--- config.mk ---
export PLATFORM = sky130hd
export DESIGN_NAME = uart_rx_16x
export DESIGN_NICKNAME = d
export VERILOG_FILES = /design/src/rtl/uart_rx_16x.sv
export SDC_FILE = /design/constraint.sdc
export NUM_CORES = 1
export LEC_CHECK = 0
export CORE_UTILIZATION = 50
export CTS_CLUSTER_DIAMETER = 200
export DETAILED_ROUTE_END_ITERATION = 10
export GPL_ROUTABILITY_DRIVEN = 0
export GPL_TIMING_DRIVEN = 0
export PLACE_DENSITY = 0.73
export REMOVE_ABC_BUFFERS = 1
export SLEW_MARGIN = 30
export SYNTH_ARGS = -nofsm -noshare
export SYNTH_HDL_FRONTEND = slang
export SYNTH_SLANG_ARGS = --single-unit
--- constraint.sdc ---
create_clock -name sysclk -period 4.75 [get_ports sysclk]
set_input_delay 0.475 -clock sysclk [delete_from_list [all_inputs] [get_ports sysclk]]
set_output_delay 0.475 -clock sysclk [all_outputs]
set_load 0.02 [all_outputs]
--- src/rtl/uart_rx_16x.sv ---
// 16x-oversampled UART receiver: 8N1 frames, held result with ready/error flags until rd_ack.
// Optional UART_RX_PARITY_EN adds an even-parity bit (8E1) and the parity_err output.
module uart_rx_16x #(
  parameter int OVERSAMPLE = 16,
  parameter int DATA_BITS  = 8
) (
  input  logic                 sysclk,
  input  logic                 reset,
  input  logic                 brclk,
  input  logic                 rx,
  input  logic                 rd_ack,
  output logic [DATA_BITS-1:0] rx_data,
  output logic                 rx_ready,
  output logic                 frame_err,
  output logic                 overrun_err,
`ifdef UART_RX_PARITY_EN
  output logic                 parity_err,
`endif
  output logic                 busy
);

  localparam int       BW    = (DATA_BITS > 1) ? $clog2(DATA_BITS) : 1;
  localparam logic [3:0]    MID   = 4'(OVERSAMPLE/2 - 1);
  localparam logic [3:0]    LAST  = 4'(OVERSAMPLE - 1);
  localparam logic [BW-1:0] BLAST = BW'(DATA_BITS - 1);

  typedef enum logic [2:0] {
    IDLE, START, DATA, STOP
`ifdef UART_RX_PARITY_EN
    , PARITY
`endif
  } state_t;

  state_t               state_q, state_d;
  logic                 rx_meta_q, rx_s_q, brclk_q;
  logic                 armed_q, armed_d;
  logic [3:0]           tick_cnt_q, tick_cnt_d;
  logic [BW-1:0]        bit_cnt_q, bit_cnt_d;
  logic [DATA_BITS-1:0] shift_q, shift_d;
  logic [DATA_BITS-1:0] rx_data_q, rx_data_d;
  logic                 rx_ready_q, rx_ready_d;
  logic                 frame_err_q, frame_err_d;
  logic                 overrun_q, overrun_d;
`ifdef UART_RX_PARITY_EN
  logic                 par_q, par_d;
  logic                 parity_err_q, parity_err_d;
`endif
  logic                 tick, sample, complete;

  assign tick     = brclk & ~brclk_q;
  assign sample   = tick && (tick_cnt_q == LAST);
  assign complete = (state_q == STOP) && sample;

  // State register
  always_ff @(posedge sysclk or posedge reset) begin
    if (reset) state_q <= IDLE;
    else       state_q <= state_d;
  end

  // Next-state logic
  always_comb begin
    state_d = state_q;
    if (tick) begin
      case (state_q)
        IDLE:   if (!rx_s_q && armed_q) state_d = START;
        START:  if (tick_cnt_q == MID)  state_d = rx_s_q ? IDLE : DATA;
`ifdef UART_RX_PARITY_EN
        DATA:   if (sample && bit_cnt_q == BLAST) state_d = PARITY;
        PARITY: if (sample) state_d = STOP;
`else
        DATA:   if (sample && bit_cnt_q == BLAST) state_d = STOP;
`endif
        STOP:   if (sample) state_d = IDLE;
        default: state_d = IDLE;
      endcase
    end
  end

  // Output logic
  always_comb begin
    busy = (state_q != IDLE);
  end

  always_comb begin
    tick_cnt_d  = tick_cnt_q;
    bit_cnt_d   = bit_cnt_q;
    shift_d     = shift_q;
    armed_d     = armed_q;
    rx_data_d   = rx_data_q;
    rx_ready_d  = rx_ready_q;
    frame_err_d = frame_err_q;
    overrun_d   = overrun_q;
`ifdef UART_RX_PARITY_EN
    par_d        = par_q;
    parity_err_d = parity_err_q;
`endif
    if (tick) begin
      if (state_q == IDLE || (state_q == START && tick_cnt_q == MID)) tick_cnt_d = 4'd0;
      else                                                            tick_cnt_d = tick_cnt_q + 4'd1;
      if (rx_s_q) armed_d = 1'b1;
    end
    if (state_q == START) bit_cnt_d = '0;
    if (state_q == DATA && sample) begin
      shift_d   = {rx_s_q, shift_q[DATA_BITS-1:1]};
      bit_cnt_d = bit_cnt_q + BW'(1);
    end
`ifdef UART_RX_PARITY_EN
    if (state_q == PARITY && sample) par_d = rx_s_q;
`endif
    // A completing byte overrides a coincident rd_ack; the ack only retires the old overrun.
    if (complete) begin
      rx_data_d   = shift_q;
      frame_err_d = ~rx_s_q;
      rx_ready_d  = 1'b1;
      overrun_d   = (overrun_q | rx_ready_q) & ~rd_ack;
      if (!rx_s_q) armed_d = 1'b0;
`ifdef UART_RX_PARITY_EN
      parity_err_d = (^shift_q) ^ par_q;
`endif
    end else if (rd_ack) begin
      rx_ready_d  = 1'b0;
      frame_err_d = 1'b0;
      overrun_d   = 1'b0;
`ifdef UART_RX_PARITY_EN
      parity_err_d = 1'b0;
`endif
    end
  end

  always_ff @(posedge sysclk or posedge reset) begin
    if (reset) begin
      rx_meta_q   <= 1'b1;
      rx_s_q      <= 1'b1;
      brclk_q     <= 1'b0;
      armed_q     <= 1'b0;
      tick_cnt_q  <= 4'd0;
      bit_cnt_q   <= '0;
      shift_q     <= '0;
      rx_data_q   <= '0;
      rx_ready_q  <= 1'b0;
      frame_err_q <= 1'b0;
      overrun_q   <= 1'b0;
`ifdef UART_RX_PARITY_EN
      par_q        <= 1'b0;
      parity_err_q <= 1'b0;
`endif
    end else begin
      rx_meta_q   <= rx;
      rx_s_q      <= rx_meta_q;
      brclk_q     <= brclk;
      armed_q     <= armed_d;
      tick_cnt_q  <= tick_cnt_d;
      bit_cnt_q   <= bit_cnt_d;
      shift_q     <= shift_d;
      rx_data_q   <= rx_data_d;
      rx_ready_q  <= rx_ready_d;
      frame_err_q <= frame_err_d;
      overrun_q   <= overrun_d;
`ifdef UART_RX_PARITY_EN
      par_q        <= par_d;
      parity_err_q <= parity_err_d;
`endif
    end
  end

  assign rx_data     = rx_data_q;
  assign rx_ready    = rx_ready_q;
  assign frame_err   = frame_err_q;
  assign overrun_err = overrun_q;
`ifdef UART_RX_PARITY_EN
  assign parity_err  = parity_err_q;
`endif

endmodule

# Yosys cells after proc, flatten, opt, wreduce, memory -nomap -nowiden

Index checks and enable logic that the tools add are counted.

Bits of input ports: 5
Logic and storage cells: 60
Output and inout bits: 12
Register bits: 33

$add $sub $neg: 2
Bitwise logic cells: 6
Multiplexer cells: 17
Equal/unequal tests: 10
Reductions and logical operators: 13

Operator list:

| operator                                      | number |
|---|---|
| 2-to-1 mux 3 bit                              | 6 |
| one-hot mux 3 bit (4 select lines)            | 1 |
| 2-to-1 mux 1 bit                              | 8 |
| inequality test 2 bit, second input constant  | 4 |
| == test 3 x 2 -> 1 bit, second input constant | 2 |
| logical AND 1 bit                             | 6 |
| AND reduction 5 bit                           | 1 |
| adder 4 x 1 -> 4 bit, second input constant   | 1 |
| == test 4 x 3 -> 1 bit, second input constant | 1 |
| == test 4 bit, second input constant          | 1 |
| 2-to-1 mux 4 bit                              | 1 |
| nonzero test 2 bit                            | 2 |
| adder 3 x 1 -> 3 bit, second input constant   | 1 |
| == test 3 x 1 -> 1 bit, second input constant | 1 |
| == test 3 bit, second input constant          | 1 |
| zero test 3 bit                               | 1 |
| NOT 1 bit                                     | 3 |
| nonzero test 3 bit                            | 1 |
| bitwise AND 1 bit                             | 2 |
| 2-to-1 mux 2 bit                              | 1 |
| zero test 1 bit                               | 1 |
| logical OR 1 bit                              | 1 |
| OR 1 bit                                      | 1 |

# Depth between registers and ports, before layout

Word-level depth: 6
Gate-level depth with buffers: 6
Depth with buffers taken out: 5

# Worst setup path after synthesis

Ideal clock, no wire load.

Path kind: register -> register
Start point: reg tick_cnt_q[0]
End point: reg shift_q[0]
Period minus slack after synthesis: 1.519 ns
Arrival: 1.395 ns
Path buffers: 0
Required time: 4.625 ns
Path slack: 3.231 ns
Setup time: 0.125 ns
Stages on the path, launching flop included: 5
Cells stage by stage: dfrtp_1 ha_1 nand4_2 nor3_4 mux2_2

Cells in the longest elaborated chain, start to end: 3

RTL lines:

| what                     | RTL line | text |
|---|---|---|
| start: declaration       | 37       | `logic [3:0] tick_cnt_q, tick_cnt_d;` |
| start signal: assignment | 152      | `tick_cnt_q <= tick_cnt_d;` |
| == test 4 bit            | 51       | `assign sample = tick && (tick_cnt_q == LAST);` |
| logical AND 1 bit        | 51       |  |
| logical AND 1 bit        | 103      | `if (state_q == DATA && sample) begin` |
| end signal: assignment   | 154      | `shift_q <= shift_d;` |
| end: declaration         | 39       | `logic [DATA_BITS-1:0] shift_q, shift_d;` |

Every way passes these cells.
A chain may end at the register's enable or synchronous reset.

# Worst setup path after layout

Start point: reg state_q[0]
End point: out busy

Cells in the longest elaborated chain, start to end: 1

RTL lines:

| what                     | RTL line | text |
|---|---|---|
| start: declaration       | 34       | `state_t state_q, state_d;` |
| start signal: assignment | 57       | `else state_q <= state_d;` |
| nonzero test 3 bit       | 81       | `busy = (state_q != IDLE);` |
| end: declaration         | 19       | `output logic busy` |

Every way passes these cells.

==> implementation parameters <==
Parameter                              Value

Timing
  Worst slew slack as a fraction of its limit ... 0.580
  Max Transition Viols Final ... 0
  Max frequency ... 0.450 GHz
  Smallest hold slack ... 0.363 ns
  Clk_skew ... 0.00486 ns
  Final sum of negative setup slack ... 0 ns
  Post-route fraction of the period consumed by the critical path ... 0.468
  Total count of hold-check failures in the final report ... 0
  Setup repair after global routing missed its margin ... no
  Minimum period implied by the final worst setup slack ... 2.22 ns
  Setup violation total in the final timing report ... 0
  Pin slew with the least headroom to its limit ... 0.629 ns

Clock tree
  Clock tree buffer depth ... 2
  Post-CTS sizing ... 0
  Register clock-pin slew on the reported worst setup and hold paths ... 0.10 ns
  Number of buffers created by CTS ... 5
  Clock tree sinks ... 32
  Hold Buf Count CTS ... 0
  TritonCTS clock tree ... yes
  Skew-Pair Late Insertion Delay ... 0.32 ns
  H-tree depth ... 2
  CTS Root Cell ... sky130_fd_sc_hd__clkbuf_4
  Number of setup buffers added after CTS ... 0

Synth
  Simple-gate share of the synthesized area ... 0.195
  Number of unique standard cell types used by synthesis ... 34
  Synthesis Warnings ... 0
  Post-synth EDFFs ... 0
  Post-synthesis instance area ... 1410 um2
  Xor-xnor portion of the synthesized cell area ... 0.00620
  Post-synthesis area per instance ... 10.8 um2
  Complex-gate fraction of the synthesized area ... 0.0948
  Combinational family with the most area after synthesis ... simple AND/OR/NAND/NOR gates
  Synthesized netlist cell count ... 131
  Post-synthesis adder-cell area fraction ... 0.0266
  Mux contribution to synthesized area ... 0.0638
  Async set-reset flop share out of synthesis ... 1.00
  Sequential share of the synthesized area ... 0.569
  Most used flip-flop cell after synthesis ... sky130_fd_sc_hd__dfrtp_1
  Flip-flop and latch count after synthesis ... 32

Global routing
  Aggregate global routing overflow ... 0
  Overall fraction of global-route tracks in use ... 0.193
  Via count of the first global-routing pass ... 933
  First-pass GRT wire length ... 3930 um
  Pin count of the biggest net entering global routing ... 33
  Antenna violations before repair ... 0

Layout
  Antenna cell count ... 0
  Fill cell instance count of the final layout ... 223
  Most common library cell in the layout ignoring fill and taps ... sky130_fd_sc_hd__nand2_1
  Final Cell Area ... 1660 um2
  Number of nets in the layout ... 158
  Synthesis-to-layout area growth ... 17.8%
  Proportion of layout cells with a drive suffix above 1 ... 0.179
  Commonest cells after routing, fill and taps aside ... 34 x sky130_fd_sc_hd__nand2_1, 30 x sky130_fd_sc_hd__dfrtp_1, 16 x sky130_fd_sc_hd__clkdlybuf4s50_1, 10 x sky130_fd_sc_hd__o21ai_0, 8 x sky130_fd_sc_hd__mux2_2

Run status
  Run status ... finished clean

Pwr
  Total power after layout ... 638 uW
  Power density normalized to cell area ... 383 nW/um2
  Leakage power ... 0.792 nW
  Worst vdd rail ir drop ... 314 uV

Floorplanning
  Area of the die ... 3040 um2
  Std cell rows ... 18
  Placeable core region ... 2570 um2
  Initial cell density of the core ... 0.550
  Floorplan die height ... 55.2 um
  Die extent in x ... 55.2 um
  Count of pins on the block boundary ... 17

Route
  Starting DRC count in detailed routing ... 21
  Vias after detailed routing ... 981
  Routed wirelength normalized by instance count ... 13.1 um
  Detailed-route vias per instance ... 5.42
  Wirelength, routed ... 2380 um
  Pre-antenna DRT Iters ... 4
  Post-route DRC ... 0
  DRT antenna net count ... 0

Critical path
  Origin of the worst setup path ... state_q[0]
  Worst-path fanout max ... 13
  Crit start category ... flip-flop
  Origin of the critical flop-to-flop path ... tick_cnt_q[0]
  Kind of critical path ... flip-flop to output port
  Element type at the critical path end ... output port
  Critical Path RT ... 4.28 ns
  Critical path arrival ... 1.75 ns

Place
  DPL Wire Length ... 1610 um
  Post-DP Area ... 1570 um2
  Number of input and output port buffers inserted ... 16

Job
  Number of max-capacitance violations reported ... 0

Hold path
  Classification of the worst-slack hold path ... flip-flop to flip-flop
  Startpoint of the tightest hold check path ... rx_meta_q
==> worst max-delay path: stages (launching register included) <==
cell                              delay, ns
sky130_fd_sc_hd__dfrtp_1               0.62
sky130_fd_sc_hd__nor2_1                0.11
sky130_fd_sc_hd__inv_1                 0.09
sky130_fd_sc_hd__clkdlybuf4s50_1       0.60
==> cell families (layout without fill, tap and decap cells) <==
| logic type | Yosys count | in the layout |
|---|---|---|
| DFF | 32 | 32 |
| adders and majority gates | 3 | 3 |
| and+or+nand+nor | 55 | 55 |
| buffers and inverters | 10 | 30 |
| muxes | 8 | 8 |
| xor gates and xnor gates | 1 | 1 |
| AOI/OAI and AO/OA | 22 | 22 |
==> state kept, by name, summed over array words and instances, names as in the netlist, 2 cells and up <==
signal      cells
shift_q         8
rx_data         8
state_q         2
bit_cnt_q       3
tick_cnt_q      4
==> layout make-up <==
cell class | instances | area [um2] | area share
inverter | 6 | 22.5 | 0.0135
sequential | 32 | 803 | 0.483
timing repair buffer | 16 | 160 | 0.0962
clock inverter | 1 | 30.0 | 0.0180
clock buffer | 7 | 65.1 | 0.0391
multi-input combinational | 89 | 546 | 0.328
tap | 30 | 37.5 | 0.0226
==> per-stage QoR <==
step | utilization | cells | setup WS, ns
5_1_grt | 0.648 | 181 | 2.42
3_5_place_dp | 0.611 | 173 | 2.50
6_report | 0.648 | 181 | 2.53
3_3_place_gp | 0.611 | 173 | 2.56
2_1_floorplan | - | 127 | 3.22
4_1_cts | 0.648 | 181 | 2.53
==> cells in the mapped netlist (2+ instances only) <==
master / instances / area (um2)
sky130_fd_sc_hd__mux2_2: 8 / 90.1
sky130_fd_sc_hd__nand2_1: 34 / 128
sky130_fd_sc_hd__nor3_1: 2 / 10.0
sky130_fd_sc_hd__nor2_1: 2 / 7.51
sky130_fd_sc_hd__nand3b_1: 2 / 15.0
sky130_fd_sc_hd__nand2b_1: 2 / 12.5
sky130_fd_sc_hd__dfstp_2: 2 / 52.6
sky130_fd_sc_hd__inv_1: 6 / 22.5
sky130_fd_sc_hd__a31oi_1: 2 / 12.5
sky130_fd_sc_hd__ha_1: 3 / 37.5
sky130_fd_sc_hd__nor2b_1: 2 / 12.5
sky130_fd_sc_hd__buf_6: 3 / 33.8
sky130_fd_sc_hd__o21ai_0: 10 / 50.1
sky130_fd_sc_hd__dfrtp_1: 30 / 751
sky130_fd_sc_hd__a21oi_1: 4 / 20.0
==> final timing paths <==
path / to / slack, ns / cells past startpoint
max: busy / 2.53 / 3
min: rx_s_q / 0.36 / 0
max reg2reg: shift_q[3] / 3.01 / 4
min reg2reg: rx_s_q / 0.36 / 0
max in group asynchronous: tick_cnt_q[3] / 3.79 / 2
min in group asynchronous: overrun_err / 0.54 / 2
==> power by group <==
part / total [mW] / internal [mW] / switching, mW / leakage (nW)
sequential: 0.330 / 0.293 / 0.0370 / 0.422
combinational: 0.0790 / 0.0360 / 0.0431 / 0.319
clock: 0.228 / 0.140 / 0.0885 / 0.0515
total: 0.638 / 0.469 / 0.169 / 0.792
==> per-layer routing <==
metal | wire length, um | part of all wire | global-route usage | up-vias
met4 | 36 | 0.015 | 0.117 | 0
met1 | 1170 | 0.49 | 0.248 | 466
met5 | 0 | 0 | 0 | -
met2 | 1060 | 0.44 | 0.279 | 25
li1 | - | - | - | 486
met3 | 110 | 0.046 | 0.0656 | 4
Power figures use the tool's default switching activity.
